`src/rtl/mult_pkg.sv`:
```
// rtl/mult_pkg.sv - shared types and helpers for the sequential multiplier
package mult_pkg;

  // Controller states
  typedef enum logic [1:0] {
    IDLE = 2'd0,
    RUN  = 2'd1,
    DONE = 2'd2
  } state_t;

  // Width of the step counter: must hold 0..width-1, and never be zero bits wide
  function automatic int count_width(input int width);
    return (width > 1) ? $clog2(width) : 1;
  endfunction

endpackage

```
`src/rtl/adder_subtractor_n_bit.sv`:
```
// rtl/adder_subtractor_n_bit.sv - (WIDTH+1)-bit adder/subtractor
//
// Ports:
//   a, b  : WIDTH+1-bit operands (already extended by the caller)
//   sub   : 1 = y = a - b, 0 = y = a + b
//   y     : WIDTH+1-bit result, carry/borrow out of the top bit discarded
module adder_subtractor_n_bit #(
  parameter int WIDTH = 8
) (
  input  logic [WIDTH:0] a,
  input  logic [WIDTH:0] b,
  input  logic           sub,
  output logic [WIDTH:0] y
);

  always_comb begin
    y = sub ? (a - b) : (a + b);
  end

endmodule

```
`src/rtl/seq_multiplier_n_bit.sv`:
```
// rtl/seq_multiplier_n_bit.sv - sequential add-and-shift multiplier, signed or unsigned
//
// Ports:
//   CLK          : clock, rising edge
//   Reset_n      : synchronous active-low reset
//   Start        : request, accepted only in IDLE
//   Signed_Mode  : 1 = two's-complement operands, captured with Start
//   Multiplicand : operand M, captured with Start
//   Multiplier   : operand Q, captured with Start
//   Busy         : high whenever not IDLE
//   Done         : one-cycle pulse, Product valid
//   Product      : {A,B} register pair, held until the next accepted Start
//   X            : extension bit above A
module seq_multiplier_n_bit
  import mult_pkg::*;
#(
  parameter int WIDTH = 8
) (
  input  logic                 CLK,
  input  logic                 Reset_n,
  input  logic                 Start,
  input  logic                 Signed_Mode,
  input  logic [WIDTH-1:0]     Multiplicand,
  input  logic [WIDTH-1:0]     Multiplier,
  output logic                 Busy,
  output logic                 Done,
  output logic [2*WIDTH-1:0]   Product,
  output logic                 X
);

  localparam int CW = count_width(WIDTH);
  localparam logic [CW-1:0] LAST_COUNT = CW'(WIDTH - 1);

  state_t            state;
  state_t            state_next;

  logic [WIDTH-1:0]  a_reg;
  logic [WIDTH-1:0]  b_reg;
  logic [WIDTH-1:0]  m_reg;
  logic              x_reg;
  logic              mode_reg;
  logic [CW-1:0]     count;

  logic              last_step;
  logic              do_sub;
  logic              shift_in;
  logic [WIDTH:0]    a_ext;
  logic [WIDTH:0]    m_ext;
  logic [WIDTH:0]    sum;
  logic [WIDTH:0]    step_xa;

  assign last_step = (count == LAST_COUNT);

  // Operands widened by one bit so the partial sum can never overflow
  assign a_ext = mode_reg ? {a_reg[WIDTH-1], a_reg} : {1'b0, a_reg};
  assign m_ext = mode_reg ? {m_reg[WIDTH-1], m_reg} : {1'b0, m_reg};

  // In two's complement the multiplier MSB carries weight -2^(W-1),
  // so its partial product is subtracted rather than added
  assign do_sub = mode_reg & last_step;

  adder_subtractor_n_bit #(
    .WIDTH (WIDTH)
  ) u_addsub (
    .a   (a_ext),
    .b   (m_ext),
    .sub (do_sub),
    .y   (sum)
  );

  assign step_xa  = b_reg[0] ? sum : {x_reg, a_reg};
  // Arithmetic shift keeps the sign in signed mode; logical otherwise
  assign shift_in = mode_reg & step_xa[WIDTH];

  // State register
  always_ff @(posedge CLK) begin
    if (!Reset_n) begin
      state <= IDLE;
    end else begin
      state <= state_next;
    end
  end

  // Next-state logic
  always_comb begin
    state_next = state;
    case (state)
      IDLE:    if (Start) state_next = RUN;
      RUN:     if (last_step) state_next = DONE;
      DONE:    state_next = IDLE;
      default: state_next = IDLE;
    endcase
  end

  // Datapath and step counter
  always_ff @(posedge CLK) begin
    if (!Reset_n) begin
      a_reg    <= '0;
      b_reg    <= '0;
      m_reg    <= '0;
      x_reg    <= 1'b0;
      mode_reg <= 1'b0;
      count    <= '0;
    end else begin
      case (state)
        IDLE: begin
          if (Start) begin
            a_reg    <= '0;
            x_reg    <= 1'b0;
            b_reg    <= Multiplier;
            m_reg    <= Multiplicand;
            mode_reg <= Signed_Mode;
            count    <= '0;
          end
        end
        RUN: begin
          // {X,A,B} shifted right by one with the freshly added {X,A}
          {x_reg, a_reg, b_reg} <= {shift_in, step_xa, b_reg[WIDTH-1:1]};
          count <= count + CW'(1);
        end
        default: ;
      endcase
    end
  end

  assign Busy    = (state != IDLE);
  assign Done    = (state == DONE);
  assign Product = {a_reg, b_reg};
  assign X       = x_reg;

endmodule

```
`config.mk`:
```
export PLATFORM = sky130hd
export DESIGN_NAME = seq_multiplier_n_bit
export DESIGN_NICKNAME = d
export VERILOG_FILES = /design/src/rtl/mult_pkg.sv /design/src/rtl/adder_subtractor_n_bit.sv /design/src/rtl/seq_multiplier_n_bit.sv
export SDC_FILE = /design/constraint.sdc
export NUM_CORES = 1
export LEC_CHECK = 0
export CORE_MARGIN = 10
export CORE_UTILIZATION = 43
export DETAILED_ROUTE_END_ITERATION = 10
export PLACE_DENSITY = 0.71
export SETUP_SLACK_MARGIN = 0.2
export SKIP_CTS_REPAIR_TIMING = 1
export SYNTH_ARGS = -nofsm -noshare
export SYNTH_HDL_FRONTEND = slang
export SYNTH_SLANG_ARGS = --single-unit
```
`constraint.sdc`:
```
create_clock -name CLK -period 2.7 [get_ports CLK]
set_clock_uncertainty 0.2 [all_clocks]
set_input_delay 0.54 -clock CLK [delete_from_list [all_inputs] [get_ports CLK]]
set_output_delay 0.54 -clock CLK [all_outputs]
set_load 0.005 [all_outputs]
```
==> results of run 1 <==
## power groups by stage
stage	clock network (mW)	logic (mW)	registers (mW)
floorplan	0	0.261	0.522
global placement	0	0.384	0.529
detailed placement	0	0.390	0.529
CTS	0.360	0.393	0.519
global route	0.377	0.536	0.527
finish	0.353	0.491	0.523
## synthesized netlist by cell type, types with 6 or more instances
library cell | count | area share, %
a21boi_0 | 13 | 4.9
a21oi_1 | 13 | 3.3
clkbuf_1 | 11 | 2.1
dfxtp_1 | 31 | 31
ha_1 | 11 | 6.9
inv_1 | 11 | 2.1
nand2_1 | 51 | 9.6
nand3_1 | 14 | 3.5
nor2_1 | 9 | 1.7
nor3_1 | 6 | 1.5
o211a_1 | 7 | 3.5
o211ai_1 | 6 | 2.3
o21a_1 | 6 | 2.3
o21ai_0 | 8 | 2.0
xnor2_1 | 6 | 2.6
## path summary, 6_finish.rpt
path              end  slack (ns)  cells past startpoint
max          a_reg[6]        0.13                     11
max reg2reg  a_reg[6]        0.13                     11
min reg2reg  count[1]        0.31                      2
min          count[1]        0.31                      2
## cells in the final DEF, fill, tap and decap left out, drive strengths merged, types with 3 or more instances in the layout
cell type / netlist / routed
a21boi: 13 / 13
nand3: 14 / 14
a21oi: 13 / 13
mux2i: 3 / 3
nand2: 51 / 51
nand2b: 3 / 3
dfxtp: 31 / 31
ha: 11 / 11
nor3: 7 / 7
xnor2: 6 / 6
inv: 11 / 11
nor2: 9 / 9
o21a: 6 / 6
o211ai: 6 / 6
clkdlybuf4s50: 0 / 38
and3: 5 / 5
a21o: 3 / 3
and2: 4 / 4
buf: 4 / 22
o21ai: 8 / 8
o211a: 7 / 7
clkbuf: 11 / 7
nor2b: 4 / 4
## logic make-up (layout without fill, tap and decap cells)
group	after synthesis	in the layout	share of synthesized area, %
multiplexers	3	3	1.501
buffers and inverters	26	79	5.128
AND/OR/NAND/NOR	105	105	25.52
AO/OA/AOI/OAI	71	71	25.89
XOR/XNOR	7	7	3.064
flip-flops	31	31	31.02
adder cells (fa/ha/maj)	12	12	7.880
## cell type report
cell class	count	share of cell area, %
Sequential cell	31	22.35
Clock inverter	1	0.1791
Tap cell	52	2.329
Timing Repair Buffer	60	19.66
Inverter	11	1.478
Clock buffer	7	2.732
Multi-Input combinational cell	198	51.28
## metal layers
metal | up-vias | wire length (um) | track usage (%)
li1 | 1014 | - | -
met1 | 915 | 2479 | 16.17
met2 | 47 | 2636 | 21.10
met3 | 8 | 255 | 3.309
met4 | 0 | 67 | 4.993
met5 | - | 0 | 0
## critical path, delay by kind of cell, from the launching register on
kind	cells	cell delay, ns
AOI/OAI and AO/OA	5	0.78
adders and majority gates	3	0.67
xor gates and xnor gates	1	0.15
DFF	1	0.34
and+or+nand+nor	2	0.29
==> flow_summary.json, run 1 <==
{
  "drive_gt1_share_pct": 19.81,
  "io_pins": 39,
  "period_share_pct": 95.05,
  "min_period_ns": 2.566,
  "cp_data_required_time_ns": 2.66,
  "drcViolationCount": 0,
  "post_drt_wl_per_cell_um": 15.11,
  "status": "completed",
  "multi_input_area_mm2": 0.001433,
  "num_vias": 1984,
  "vias_per_cell": 5.511,
  "drtIter0Drc": 128,
  "first_pass_iters": 5,
  "rsz0062_at_grt": "true",
  "die-width_um": 88.21,
  "fin_cells": 360,
  "fin_tns_setup_ns": 0,
  "finalWirelength_um": 5439,
  "clock_path_buffers": 2,
  "cts_root_buf": "clkbuf_8",
  "grt-ovfl-total": 0,
  "async_reset_ff_share_pct": 0,
  "grt_max_degree": 18,
  "r2r_start": "count[0]",
  "synth_edf_count": 0,
  "seq_area_um2": 624.3,
  "p_leak_nw": 1.132,
  "rows": 24,
  "p_per_area_mw_per_mm2": 489.5,
  "crit_arrival_ns": 2.53,
  "ys_warn_count": 0,
  "cts_tree": "built",
  "start_util_pct": 45.02,
  "ys_seq_area_share_pct": 31.02,
  "io_buffer_count": 38,
  "critPathMaxFanout": 6,
  "switching_share_pct": 32.87,
  "critical_path.most_common_cell": "ha_4",
  "gp_congestion": 0.8817,
  "power_frac_comb_pct": 35.9,
  "synth.avg_cell_area_um2": 7.846,
  "die_y_um": 88.21,
  "pre_cts_ws_ns": 0.03819,
  "slowest_stage": "dfxtp_2",
  "finalWorstSetupSlack_ns": 0.1336,
  "n_fill_cell": 397,
  "cp-end-kind": "flip-flop",
  "final_util_pct": 62.87,
  "synth_cells": 255,
  "placed_cells": 341,
  "numClockSinks": 31,
  "ant_nets": 0,
  "start_kind": "flip-flop",
  "cap_violations": 0,
  "clk_pin_slew_ns": 0.07,
  "switchingPower_mw": 0.4495,
  "antenna_found_initial": 0,
  "path_cells": "ha_4, ha_4, and2_4, nor2_2, xnor2_1, ha_1, o21a_1, o21ai_1, a31oi_2, o2111ai_1, o311ai_1",
  "dieArea_mm2": 0.007781,
  "syn-num-nets": 287,
  "finalNetCount": 339,
  "critPathLaunch": "count[0]",
  "max_freq_ghz": 0.3896,
  "slew_headroom_pct": 60.76,
  "intPower_mw": 0.9180,
  "cts.htree.levels": 2,
  "setup_viol_count_final": 0,
  "cpPeakStageDelay_ns": 0.34,
  "hold_viol": 0,
  "seq_power_share_pct": 38.2,
  "worst_slew_pin_slew_ns": 0.5886,
  "ys_ff_latch": 31,
  "p_total_mw": 1.368,
  "grt_pass1_vias": 1736,
  "core_mm2": 0.004444,
  "placed_cell_area_mm2": 0.002480,
  "timing.hold.ws_ns": 0.3083,
  "antenna_cells": 0,
  "area_growth_pct": 39.65,
  "track_usage_pct": 13.01,
  "ys.flop_type": "dfxtp_1",
  "criticalPathCategory": "flip-flop to flip-flop",
  "worst_ir_drop_vdd_uv": 266.6,
  "numCtsBuffers": 5,
  "synth_cell_type_count": 44,
  "clock_latency_ns": 0.29,
  "hpwl_um": 3902,
  "drv_slew": 0,
  "hold_path.class": "flip-flop to flip-flop",
  "design_area_mm2": 0.002794,
  "clkPwrFrac_pct": 25.8,
  "syn_area_mm2": 0.002001,
  "grt_pass1_wl_um": 8183,
  "hp-start": "count[1]"
}
Power figures use the tool's default switching activity.
==> inputs of run 2 (changes only) <==
Settings changed: PLACE_DENSITY 0.71 to 0.68.
Clock period 2.7 ns to 2.9 ns, I/O delays scaled along.
==> run 2 against run 1 <==
Net effect:
- critical path depth is the same
- sequential power shrank 6.3%
- global-route usage is essentially flat
- critical endpoint unchanged
==> flow_summary.json, run 2 (synthesized netlist as in run 1, its figures left out) <==
{
  "status": "completed",
  "gp_congestion": 0.8496,
  "io_buffer_count": 38,
  "pre_cts_ws_ns": 0.09295,
  "start_util_pct": 45.02,
  "placed_cell_area_mm2": 0.002430,
  "design_area_mm2": 0.002754,
  "die_y_um": 88.21,
  "antenna_cells": 0,
  "dieArea_mm2": 0.007781,
  "ant_nets": 0,
  "cts_root_buf": "clkbuf_8",
  "numClockSinks": 31,
  "antenna_found_initial": 0,
  "num_vias": 2006,
  "grt_max_degree": 39,
  "drcViolationCount": 0,
  "cpPeakStageDelay_ns": 0.34,
  "drv_slew": 0,
  "layout_commonest_cell": "nand2_1",
  "hold_path.class": "flip-flop to flip-flop",
  "numCtsBuffers": 5,
  "crit_arrival_ns": 2.56,
  "clock_latency_ns": 0.29,
  "vias_per_cell": 5.683,
  "cap_violations": 0,
  "grt-ovfl-total": 0,
  "timing.hold.ws_ns": 0.3030,
  "p_per_area_mw_per_mm2": 500.6,
  "max_freq_ghz": 0.3861,
  "first_pass_iters": 4,
  "area_growth_pct": 37.65,
  "fin_cells": 353,
  "cp-end-kind": "flip-flop",
  "layout_common_cells": "nand2_1 (50), clkdlybuf4s50_1 (38), dfxtp_1 (27), buf_4 (15)",
  "finalNetCount": 332,
  "grt_pass1_vias": 1761,
  "min_period_ns": 2.590,
  "io_pins": 39,
  "cp_data_required_time_ns": 2.87,
  "wl_met3_um": 329,
  "slew_headroom_pct": 47.04,
  "grt_pass1_wl_um": 8183,
  "rsz0062_at_grt": "true",
  "core_mm2": 0.004444,
  "worst_ir_drop_vdd_uv": 214.2,
  "period_share_pct": 89.32,
  "placed_cells": 336,
  "cts.htree.levels": 2,
  "p_leak_nw": 1.097,
  "critical_path.most_common_cell": "ha_4",
  "hold_viol": 0,
  "hpwl_um": 3655,
  "critPathMaxFanout": 7,
  "track_usage_pct": 12.98,
  "path_cells": "ha_4, ha_4, and2_4, a21oi_2, xnor2_1, ha_2, a21o_1, nor2_2, a31oi_4, o2111ai_2, o311ai_1",
  "drtIter0Drc": 139,
  "start_kind": "flip-flop",
  "rows": 24,
  "met2_length_um": 2623,
  "clk_pin_slew_ns": 0.07,
  "setup_viol_count_final": 0,
  "post_drt_wl_per_cell_um": 15.66,
  "criticalPathCategory": "flip-flop to flip-flop",
  "drive_gt1_share_pct": 16.94,
  "routed.top_layer": "met4",
  "cts_tree": "built",
  "worst_slew_pin_slew_ns": 0.7927,
  "slowest_stage": "dfxtp_2",
  "routedLengthMet1_um": 2448,
  "die-width_um": 88.21,
  "fin_tns_setup_ns": 0,
  "clock_path_buffers": 2,
  "finalWirelength_um": 5528,
  "finalWorstSetupSlack_ns": 0.3097
}
## run 2: changes by cell type in the layout (fill, tap and decap cells not counted), sizes merged
cell,delta
bufinv,+1
buf,-7
clkbuf,-1
## run 2: worst max-delay path: cells and delay by family (launching register included)
kind,cells,cell delay [ns]
xor+xnor,1,0.14
compound gates,5,0.79
simple gates,2,0.35
flops,1,0.34
fa+ha+maj,3,0.67
## run 2: worst paths after layout
check,from,endpoint,slack [ns],cells after the start
max reg2reg,count[0],a_reg[6],0.31,11
min,count[1],count[1],0.30,2
max,count[0],a_reg[6],0.31,11
min reg2reg,count[1],count[1],0.30,2
## run 2: final cells by class
cell class | instances | area [um2]
sequential | 31 | 625.6
clock buffer | 6 | 82.58
multi-input combinational | 198 | 1411
fill | 382 | 1690
tap | 52 | 65.06
clock inverter | 2 | 35.03
timing repair buffer | 53 | 493.0
inverter | 11 | 41.29
## run 2: through the flow
stage | power, mW | utilization (%)
after CTS | 1.289 | 57.32
after global routing | 1.442 | 61.97
final | 1.379 | 61.97
after detailed placement | 0.8444 | 54.67
after floorplan | 0.7262 | -
after global placement | 0.8413 | 54.67
## run 2: layer usage
layer,vias up,track usage [%]
met5,-,0
met4,0,5.580
met3,14,3.676
met2,65,20.96
met1,931,15.76
li1,996,-
## run 2: where the power goes
group          switching [mW]  internal [mW]  leakage, nW  total (mW)
Combinational           0.219          0.220        0.780       0.439
Clock                   0.171          0.278       0.0612       0.449
Sequential             0.0367          0.454        0.256       0.490
==> inputs of run 3 (changes only) <==
Settings changed: SYNTH_HIERARCHICAL set to 1.
==> run 3 against run 2 <==
Net effect:
- clock power down 24%
- count of clock-buffer cells in the layout unchanged
- critical path type unchanged
- first-iteration DRC count down 56%
- sequential cell count unchanged
- sequential share of layout area up 1.1 points
- global-route usage down 0.33 points
- critical endpoint is now X
- the flow now finishes with violations (negative setup slack)
- setup slack worse by 0.34 ns
- power down 9.0%
- worst hold slack about the same
- die area up 0.15%
==> flow_summary.json, run 3 <==
{
  "r2r_start": "count[1]",
  "first_pass_iters": 4,
  "grt_pass1_vias": 1552,
  "status": "finished, violations left",
  "reg2reg_depth": 13,
  "layout_common_cells": "clkdlybuf4s50_1 (38), dfxtp_1 (29), nand2_1 (26), nor2_1 (19), buf_4 (15)",
  "clk_pin_slew_ns": 0.07,
  "crit_arrival_ns": 2.91,
  "synth.avg_cell_area_um2": 8.909,
  "holdPathEnd": "a_reg[2]",
  "synth_cell_type_count": 44,
  "drive_gt1_share_pct": 24.81,
  "worst_ir_drop_vdd_uv": 291.3,
  "cts_root_buf": "clkbuf_8",
  "ys_seq_area_share_pct": 30.96,
  "io_buffer_count": 38,
  "hold_path.class": "flip-flop to flip-flop",
  "worst_slew_pin_slew_ns": 0.8631,
  "criticalPathCategory": "flip-flop to flip-flop",
  "grt_pass1_wl_um": 7790,
  "synth_cells": 225,
  "numCtsBuffers": 5,
  "hold_viol": 0,
  "whs_path_depth": 2,
  "cp_data_required_time_ns": 2.88,
  "power_frac_comb_pct": 34.3,
  "intPower_mw": 0.8830,
  "die-width_um": 88.28,
  "clock_latency_ns": 0.28,
  "multi_input_area_mm2": 0.001303,
  "p_total_mw": 1.254,
  "ys.flop_type": "dfxtp_1",
  "period_share_pct": 101.2,
  "area_growth_pct": 30.52,
  "die_y_um": 88.28,
  "grt_max_degree": 32,
  "p_per_area_mw_per_mm2": 479.3,
  "timing.hold.ws_ns": 0.3028,
  "r2r_slack_ns": -0.03,
  "hp-start": "a_reg[2]",
  "ys_ff_latch": 31,
  "seq_power_share_pct": 38.3,
  "synthTopCellsByArea": "dfxtp_1 (31%), ha_1 (6.9%), a21boi_0 (5.6%)",
  "netlist_top_cells_count": "dfxtp_1 (31), nand2_1 (26), nor2_1 (22)",
  "yosysMostFrequentCell": "dfxtp_1",
  "min_period_ns": 2.935,
  "yosysTopAreaCell": "dfxtp_1",
  "clkPwrFrac_pct": 27.4,
  "start_util_pct": 45.10,
  "grt-ovfl-total": 0,
  "layout_commonest_cell": "clkdlybuf4s50_1",
  "max_freq_ghz": 0.3408,
  "start_kind": "flip-flop",
  "pre_cts_ws_ns": -0.04932,
  "switching_share_pct": 29.58,
  "p_leak_nw": 1.018,
  "numClockSinks": 31,
  "synth_edf_count": 0,
  "synth_top_cell_area_share_pct": 30.96,
  "cp-end-kind": "flip-flop",
  "core_mm2": 0.004444,
  "io_pins": 39,
  "finalWorstSetupSlack_ns": -0.03456,
  "violations": "negative setup slack",
  "post_drt_wl_per_cell_um": 14.33,
  "async_reset_ff_share_pct": 0,
  "rsz0062_at_grt": "true",
  "rr_endpoint": "X",
  "antenna_cells": 0,
  "syn-num-nets": 257,
  "slew_headroom_pct": 42.46,
  "syn_area_mm2": 0.002004,
  "ys_warn_count": 6,
  "finalNetCount": 298,
  "rows": 24,
  "antenna_found_initial": 0,
  "num_vias": 1629,
  "vias_per_cell": 5.123,
  "dieArea_mm2": 0.007792,
  "cap_violations": 0,
  "critPathMaxFanout": 4,
  "hpwl_um": 3407,
  "switchingPower_mw": 0.3709,
  "track_usage_pct": 12.65,
  "clock_path_buffers": 2,
  "cts_tree": "built",
  "ant_nets": 0,
  "cts.htree.levels": 2,
  "finalWirelength_um": 4557,
  "setup_viol_count_final": 2,
  "drtIter0Drc": 61,
  "drcViolationCount": 0,
  "n_fill_cell": 415,
  "seq_area_um2": 623.1,
  "gp_congestion": 0.8750,
  "drv_slew": 0
}
run 3: changes by cell type after synthesis, moves of 5 or more:
cell,change
a21oi_1,-8
buf_4,+9
clkbuf_1,-6
mux2_2,+10
nand2_1,-25
nand3_1,-7
nor2_1,+13
o211a_1,-6
o211ai_1,-6
o221ai_2,+7
xnor2_1,+5
run 3: worst max path at each step:
stage,startpoint,end
after floorplan,count[0],X
after global placement,count[1],a_reg[5]
after CTS,count[1],a_reg[5]
final,count[1],X
after detailed placement,count[1],a_reg[5]
after global routing,count[1],X
run 3: power groups by stage:
| stage | clock (mW) | sequential (mW) | combinational [mW] |
|---|---|---|---|
| floorplan | 0 | 0.486 | 0.285 |
| global placement | 0 | 0.489 | 0.399 |
| global route | 0.373 | 0.485 | 0.474 |
| finish | 0.343 | 0.480 | 0.430 |
| detailed placement | 0 | 0.489 | 0.403 |
| CTS | 0.354 | 0.480 | 0.406 |
run 3: logic make-up after synthesis:
kind of cell,count (synthesis),synth area share (%)
simple gates,80,20.04
compound gates,50,20.97
flops,31,30.96
buf+inv,29,8.863
xor+xnor,13,5.680
fa+ha+maj,12,7.865
mux,10,5.618
run 3: routing by layer:
| layer | track usage, % | routed length, um | up-vias |
|---|---|---|---|
| li1 | - | - | 845 |
| met1 | 15.88 | 2072 | 760 |
| met2 | 19.96 | 2215 | 20 |
| met3 | 3.860 | 217 | 4 |
| met4 | 4.699 | 51 | 0 |
| met5 | 0 | 0 | - |
run 3: layout make-up:
cell class                      count  share of cell area (%)
Clock buffer                        6                   3.156
Clock inverter                      1                  0.1913
Inverter                            9                   1.291
Multi-Input combinational cell    165                   49.78
Sequential cell                    31                   23.82
Tap cell                           52                   2.487
Timing Repair Buffer               54                   19.27
run 3: worst max-delay path: stages, from the launching register on:
cell	delay [ns]
dfxtp_2	0.34
ha_4	0.16
ha_4	0.15
and2_4	0.18
mux2_4	0.32
fa_2	0.37
nor2b_4	0.12
o31a_1	0.15
nand2b_4	0.14
a31oi_4	0.08
xnor2_1	0.13
mux2_4	0.27
a32oi_1	0.17
nor2b_1	0.06
run 3: per-stage QoR:
stage	instances	utilization [%]	TNS [ns]	area [um2]
after global routing	318	58.87	-0.6982	2616
final	318	58.87	-0.06647	2616
after detailed placement	309	55.46	-0.1072	2465
after global placement	309	55.46	-0.02234	2465
after floorplan	225	-	-0.1836	2068
after CTS	316	57.43	-0.1977	2552
